===== config.mk =====
export PLATFORM = sky130hd
export DESIGN_NAME = sdram_cmd_arbiter
export DESIGN_NICKNAME = d
export VERILOG_FILES = /design/src/rtl/sdram_cmd_arbiter.sv
export SDC_FILE = /design/constraint.sdc
export NUM_CORES = 1
export LEC_CHECK = 0
export BUFFER_PORTS_ARGS = -buffer_cell sky130_fd_sc_hd__clkbuf_2
export CAP_MARGIN = 20
export CORE_MARGIN = 3
export CORE_UTILIZATION = 40
export CTS_CLUSTER_DIAMETER = 200
export DETAILED_ROUTE_END_ITERATION = 8
export HOLD_SLACK_MARGIN = 0.06
export RECOVER_POWER = 50
export SLEW_MARGIN = 20
export SYNTH_ARGS = -nofsm -noshare
export SYNTH_HDL_FRONTEND = slang
export SYNTH_SLANG_ARGS = --single-unit

===== constraint.sdc =====
create_clock -name sclk -period 6.4 [get_ports sclk]
set_input_delay 1.28 -clock sclk [delete_from_list [all_inputs] [get_ports sclk]]
set_output_delay 1.28 -clock sclk [all_outputs]
set_load 0.02 [all_outputs]

===== src/rtl/sdram_cmd_arbiter.sv =====
// sdram_cmd_arbiter
//
// Arbiter sitting directly upstream of the SDRAM controller in the OV7670
// frame-buffer path. It generates periodic auto-refresh requests and
// arbitrates them against camera-side burst writes and display-side burst
// reads. Exactly one command at a time is offered to the controller over a
// valid/ready/done handshake. Wrapping frame word addresses are kept for both
// streams.
//
// Ports:
//   sclk            system clock (133 MHz)
//   rst             synchronous active-high reset
//   init_done       controller power-up init complete (level)
//   wr_req          write FIFO holds at least one burst (level)
//   rd_req          read FIFO has room for one burst (level)
//   wr_frame_start  pulse, restart the write stream at address 0
//   rd_frame_start  pulse, restart the read stream at address 0
//   cmd_valid       command offered to the controller
//   cmd_type        01 refresh, 10 write, 11 read, 00 none
//   cmd_addr        burst start address (0 for refresh)
//   cmd_ready       controller accepts the offered command
//   cmd_done        pulse, accepted command finished
//   wr_ack          1-cycle pulse, write burst completed
//   rd_ack          1-cycle pulse, read burst completed
//   ref_miss        sticky, a refresh period elapsed with a refresh pending
module sdram_cmd_arbiter #(
  parameter int ADDR_W      = 24,
  parameter int BURST_LEN   = 8,
  parameter int FRAME_WORDS = 307200,
  parameter int REF_PERIOD  = 1040
) (
  input  logic              sclk,
  input  logic              rst,
  input  logic              init_done,
  input  logic              wr_req,
  input  logic              rd_req,
  input  logic              wr_frame_start,
  input  logic              rd_frame_start,
  output logic              cmd_valid,
  output logic [1:0]        cmd_type,
  output logic [ADDR_W-1:0] cmd_addr,
  input  logic              cmd_ready,
  input  logic              cmd_done,
  output logic              wr_ack,
  output logic              rd_ack,
  output logic              ref_miss
);

  typedef enum logic [1:0] {
    WAIT_INIT = 2'd0,
    IDLE      = 2'd1,
    ISSUE     = 2'd2,
    BUSY      = 2'd3
  } state_t;

  localparam logic [1:0] CMD_NONE = 2'b00;
  localparam logic [1:0] CMD_REF  = 2'b01;
  localparam logic [1:0] CMD_WR   = 2'b10;
  localparam logic [1:0] CMD_RD   = 2'b11;

  localparam int                CNT_W      = (REF_PERIOD > 1) ? $clog2(REF_PERIOD) : 1;
  localparam logic [CNT_W-1:0]  REF_LAST   = CNT_W'(REF_PERIOD - 1);
  localparam logic [ADDR_W-1:0] BURST_STEP = ADDR_W'(BURST_LEN);
  localparam logic [ADDR_W-1:0] FRAME_END  = ADDR_W'(FRAME_WORDS);

  state_t            state_q;
  logic              cmdValid_q;
  logic [1:0]        cmdType_q;
  logic [ADDR_W-1:0] cmdAddr_q;
  logic              wrAck_q, rdAck_q;
  logic              lastRead_q;

  logic [CNT_W-1:0]  refCnt_q, refCnt_d;
  logic              refPending_q, refPending_d;
  logic              refMiss_q, refMiss_d;

  logic [ADDR_W-1:0] wrAddr_q, wrAddr_d;
  logic [ADDR_W-1:0] rdAddr_q, rdAddr_d;
  logic              wrSupp_q, wrSupp_d;
  logic              rdSupp_q, rdSupp_d;

  logic              refTick, refHandshake;
  logic [1:0]        selType;
  logic [ADDR_W-1:0] selAddr;
  logic [ADDR_W-1:0] wrAddrInc, rdAddrInc;
  logic              wrDone, rdDone, wrInFlight, rdInFlight;

  assign cmd_valid = cmdValid_q;
  assign cmd_type  = cmdType_q;
  assign cmd_addr  = cmdAddr_q;
  assign wr_ack    = wrAck_q;
  assign rd_ack    = rdAck_q;
  assign ref_miss  = refMiss_q;

  // Command choice made while idle. Refresh always wins; a write/read tie
  // goes to whichever stream was not served last so neither can starve.
  always_comb begin
    selType = CMD_NONE;
    selAddr = '0;
    if (refPending_q) begin
      selType = CMD_REF;
    end else if (wr_req && rd_req) begin
      selType = lastRead_q ? CMD_WR : CMD_RD;
    end else if (wr_req) begin
      selType = CMD_WR;
    end else if (rd_req) begin
      selType = CMD_RD;
    end
    case (selType)
      CMD_WR:  selAddr = wrAddr_q;
      CMD_RD:  selAddr = rdAddr_q;
      default: selAddr = '0;
    endcase
  end

  assign refTick      = init_done && (refCnt_q == REF_LAST);
  assign refHandshake = (state_q == ISSUE) && cmd_ready && (cmdType_q == CMD_REF);

  // Refresh timer. A new period arriving while the previous refresh is still
  // pending (and not being accepted this very cycle) latches ref_miss.
  always_comb begin
    refCnt_d     = refCnt_q;
    refPending_d = refPending_q;
    refMiss_d    = refMiss_q;
    if (init_done) begin
      refCnt_d = refTick ? '0 : refCnt_q + CNT_W'(1);
    end
    if (refTick) begin
      refPending_d = 1'b1;
      if (refPending_q && !refHandshake) begin
        refMiss_d = 1'b1;
      end
    end else if (refHandshake) begin
      refPending_d = 1'b0;
    end
  end

  assign wrAddrInc = (wrAddr_q + BURST_STEP == FRAME_END) ? '0 : wrAddr_q + BURST_STEP;
  assign rdAddrInc = (rdAddr_q + BURST_STEP == FRAME_END) ? '0 : rdAddr_q + BURST_STEP;

  assign wrDone = (state_q == BUSY) && cmd_done && (cmdType_q == CMD_WR);
  assign rdDone = (state_q == BUSY) && cmd_done && (cmdType_q == CMD_RD);

  // A burst counts as in flight from the cycle it is selected until its done,
  // so a frame start anywhere in that window cancels the pending increment.
  assign wrInFlight = (((state_q == ISSUE) || (state_q == BUSY)) && (cmdType_q == CMD_WR)) ||
                      ((state_q == IDLE) && (selType == CMD_WR));
  assign rdInFlight = (((state_q == ISSUE) || (state_q == BUSY)) && (cmdType_q == CMD_RD)) ||
                      ((state_q == IDLE) && (selType == CMD_RD));

  // Stream address bookkeeping. The in-flight cmd_addr is never touched;
  // only the address used for the next burst is forced back to zero.
  always_comb begin
    wrAddr_d = wrAddr_q;
    wrSupp_d = wrSupp_q;
    if (wrDone) begin
      wrAddr_d = (wrSupp_q || wr_frame_start) ? '0 : wrAddrInc;
      wrSupp_d = 1'b0;
    end
    if (wr_frame_start) begin
      wrAddr_d = '0;
      if (wrInFlight && !wrDone) begin
        wrSupp_d = 1'b1;
      end
    end

    rdAddr_d = rdAddr_q;
    rdSupp_d = rdSupp_q;
    if (rdDone) begin
      rdAddr_d = (rdSupp_q || rd_frame_start) ? '0 : rdAddrInc;
      rdSupp_d = 1'b0;
    end
    if (rd_frame_start) begin
      rdAddr_d = '0;
      if (rdInFlight && !rdDone) begin
        rdSupp_d = 1'b1;
      end
    end
  end

  // Main controller FSM with registered command and ack outputs. Reset wins
  // over everything, abandoning any command in progress.
  always_ff @(posedge sclk) begin
    if (rst) begin
      state_q      <= WAIT_INIT;
      cmdValid_q   <= 1'b0;
      cmdType_q    <= CMD_NONE;
      cmdAddr_q    <= '0;
      wrAck_q      <= 1'b0;
      rdAck_q      <= 1'b0;
      lastRead_q   <= 1'b1;
      refCnt_q     <= '0;
      refPending_q <= 1'b0;
      refMiss_q    <= 1'b0;
      wrAddr_q     <= '0;
      rdAddr_q     <= '0;
      wrSupp_q     <= 1'b0;
      rdSupp_q     <= 1'b0;
    end else begin
      refCnt_q     <= refCnt_d;
      refPending_q <= refPending_d;
      refMiss_q    <= refMiss_d;
      wrAddr_q     <= wrAddr_d;
      rdAddr_q     <= rdAddr_d;
      wrSupp_q     <= wrSupp_d;
      rdSupp_q     <= rdSupp_d;
      wrAck_q      <= 1'b0;
      rdAck_q      <= 1'b0;

      case (state_q)
        WAIT_INIT: begin
          if (init_done) begin
            state_q <= IDLE;
          end
        end
        IDLE: begin
          cmdType_q <= selType;
          cmdAddr_q <= selAddr;
          if (selType != CMD_NONE) begin
            cmdValid_q <= 1'b1;
            state_q    <= ISSUE;
          end
        end
        ISSUE: begin
          if (cmd_ready) begin
            cmdValid_q <= 1'b0;
            state_q    <= BUSY;
            if (cmdType_q == CMD_WR) begin
              lastRead_q <= 1'b0;
            end else if (cmdType_q == CMD_RD) begin
              lastRead_q <= 1'b1;
            end
          end
        end
        BUSY: begin
          if (cmd_done) begin
            state_q <= IDLE;
            wrAck_q <= (cmdType_q == CMD_WR);
            rdAck_q <= (cmdType_q == CMD_RD);
          end
        end
        default: state_q <= WAIT_INIT;
      endcase
    end
  end

endmodule


==> impl_metrics.json <==
{
  "run_status": "complete, but fails checks",
  "violations": "max-capacitance violations, max-slew violations",
  "core_um2": 11600,
  "syn_avg_cell_area_um2": 7.91,
  "cp-start-kind": "input port",
  "drive_gt1_share_pct": 7.93,
  "syn_inst": 613,
  "grt_pass1_vias": 4286,
  "clk_latency_ns": 0.35,
  "hold_violations": 0,
  "die_area_um2": 13500,
  "hold_path_class": "reg2reg",
  "cts_resized": 0,
  "finalClockSkew_ns": 0.0115,
  "yosysUniqueCellTypes": 69,
  "ir_worst_vdd_uv": 129,
  "synth_area_um2": 4850,
  "cp_max_fo": 38,
  "endpoint_kind": "flop",
  "synth_flop_cell": "dfxtp_1",
  "cp.required_ns": 6.62,
  "first_iter_violations": 516,
  "utilization_pct": 46.0,
  "clkTransAtPathRegs_ns": 0.07,
  "drc_errors": 0,
  "drtAntennaViolNets": 0,
  "wl_per_cell_um": 17.9,
  "row_count": 39,
  "grt_pass1_wl_um": 21900,
  "cts_tree": "built",
  "track_usage_pct": 20.6,
  "rsz0062_at_grt": "no",
  "initial_core_util_pct": 41.8,
  "fin_crit_sh_pct": 62.2,
  "p_per_area_nw_per_um2": 255,
  "multi_input_area_um2": 2830,
  "setup_viol": 0,
  "reg2reg_setup_slack_ns": 3.51,
  "clockBufferDepth": 2,
  "io_buffer_count": 38,
  "firstDrtPassIters": 6,
  "htree_levels": 3,
  "num_vias": 4683,
  "grt_overflow": 0,
  "cp.arrival_ns": 4.20,
  "hold_buffers": 0,
  "clock.fmax_mhz": 251,
  "yosysSeqAreaShare_pct": 35.9,
  "layout.nets": 629,
  "synth_fp_nets": 629,
  "relSlewSlack_pct": -20.5,
  "routabilityCongestion": 0.863,
  "wirelength_um": 13600,
  "worstSetupPathType": "in2reg",
  "total_power_w": 0.00137,
  "grt_max_degree": 39,
  "cts_setup_buffers": 0,
  "clock-sinks": 87,
  "dieWidth_um": 116,
  "cts_root_buf": "clkbuf_16",
  "ff_latch_area_um2": 1740,
  "tns_ns": 0,
  "cts_buffers": 9,
  "dpl.hpwl_um": 9290,
  "viasPerCell": 6.15,
  "pin_count": 39,
  "antenna_found_initial": 0,
  "synth_edf_count": 0,
  "antenna_cells": 0,
  "maxCapViolCount": 1,
  "area_delta_synth_final_pct": 10.3,
  "nFillCells": 1168,
  "worstMarginPinSlew_ns": 1.81,
  "ys_warn_count": 0,
  "period_minus_slack_ns": 3.98,
  "ys_seq_elements": 87,
  "p_leak_nw": 1.72,
  "finalMaxSlewViolations": 39,
  "synthArstFlopShare_pct": 0,
  "die_height_um": 116
}
-- path summary, 6_finish.rpt --
kind | start | end | cells after the start
hold reg to reg | ref_miss | ref_miss | 2
hold / removal | ref_miss | ref_miss | 2
setup / recovery | rst | wrAddr_q[12] | 5
setup reg to reg | wrAddr_q[3] | wrAddr_q[12] | 8
-- cell usage in the layout, fill, tap and decap left out, types with 6 or more instances in the layout --
master | synthesis | final
o21ai_0 | 25 | 25
and3_1 | 10 | 10
nor4_1 | 12 | 12
nor3_1 | 19 | 18
nand4_1 | 15 | 15
o211ai_1 | 11 | 11
a22oi_1 | 7 | 7
clkbuf_16 | 0 | 9
nand3_1 | 21 | 21
ha_1 | 7 | 7
a222oi_1 | 22 | 22
dfxtp_1 | 87 | 87
a21oi_1 | 44 | 44
xnor2_1 | 8 | 8
or3_1 | 9 | 9
nor2_1 | 91 | 91
xor2_1 | 6 | 6
nand2_1 | 56 | 56
a311oi_1 | 10 | 10
inv_1 | 14 | 14
clkbuf_2 | 1 | 7
clkbuf_1 | 29 | 31
-- registers in the layout, summed over array words and instances (netlist names) --
signal / count
wrAddr_q: 21
refCnt_q: 11
cmd_valid: 1
state_q: 2
ref_miss: 1
refPending_q: 1
rdAddr_q: 21
wrSupp_q: 1
rdSupp_q: 1
cmd_type: 2
rd_ack: 1
lastRead_q: 1
cmd_addr: 22
wr_ack: 1
-- area by class of cell --
| type | instances | share of cell area [%] |
|---|---|---|
| clock buffer | 9 | 4.21 |
| sequential | 87 | 32.6 |
| inverter | 15 | 1.05 |
| timing repair buffer | 40 | 3.11 |
| tap | 143 | 3.35 |
| clock inverter | 7 | 2.71 |
| multi-input combinational | 460 | 53.0 |
-- Yosys cell counts, types with 12 or more instances --
cell type	n	share of area [%]
a21oi_1	44	4.5
a222oi_1	22	4.5
buf_2	14	1.4
clkbuf_1	29	2.2
dfxtp_1	87	36
inv_1	14	1.1
nand2_1	56	4.3
nand3_1	21	2.2
nand4_1	15	1.9
nor2_1	91	7.0
nor3_1	19	2.0
nor4_1	12	1.5
o21ai_0	25	2.6
-- through the flow --
stage	std cells	setup WS (ns)	cell area (um2)	hold slack, ns
floorplan	613	3.73	4850	0.443
global placement	745	2.77	5010	0.457
detailed placement	745	2.89	5020	0.472
CTS	761	3.25	5390	0.487
global route	761	2.13	5350	0.505
finish	761	2.42	5350	0.480
-- routing by layer --
metal | GRT usage, % | share of wire, % | up-vias
li1 | - | - | 2272
met1 | 28.8 | 48 | 2244
met2 | 31.5 | 44 | 151
met3 | 4.35 | 6.7 | 16
met4 | 7.42 | 1.5 | 0
met5 | 0 | 0 | -
-- worst max-delay path, cell delays in order --
cell and delay (ns):
clkbuf_1 1.27, or2_0 1.01, nor2_1 0.30, o211ai_1 0.19, o211ai_1 0.13
-- cells by family after synthesis --
| family | after synthesis | share of synthesized area [%] |
|---|---|---|
| simple gates | 280 | 30.3 |
| flops | 87 | 35.9 |
| mux | 1 | 0.206 |
| fa+ha+maj | 7 | 1.81 |
| xor+xnor | 14 | 2.53 |
| buf+inv | 66 | 5.88 |
| compound gates | 158 | 23.3 |
-- where the power goes --
part / switching [W] / internal [W] / total [W]
Combinational: 0.000103 / 0.0000405 / 0.000144
Sequential: 0.0000176 / 0.000556 / 0.000574
Clock: 0.000226 / 0.000422 / 0.000648
No activity file was read; power rests on OpenSTA's default activity.
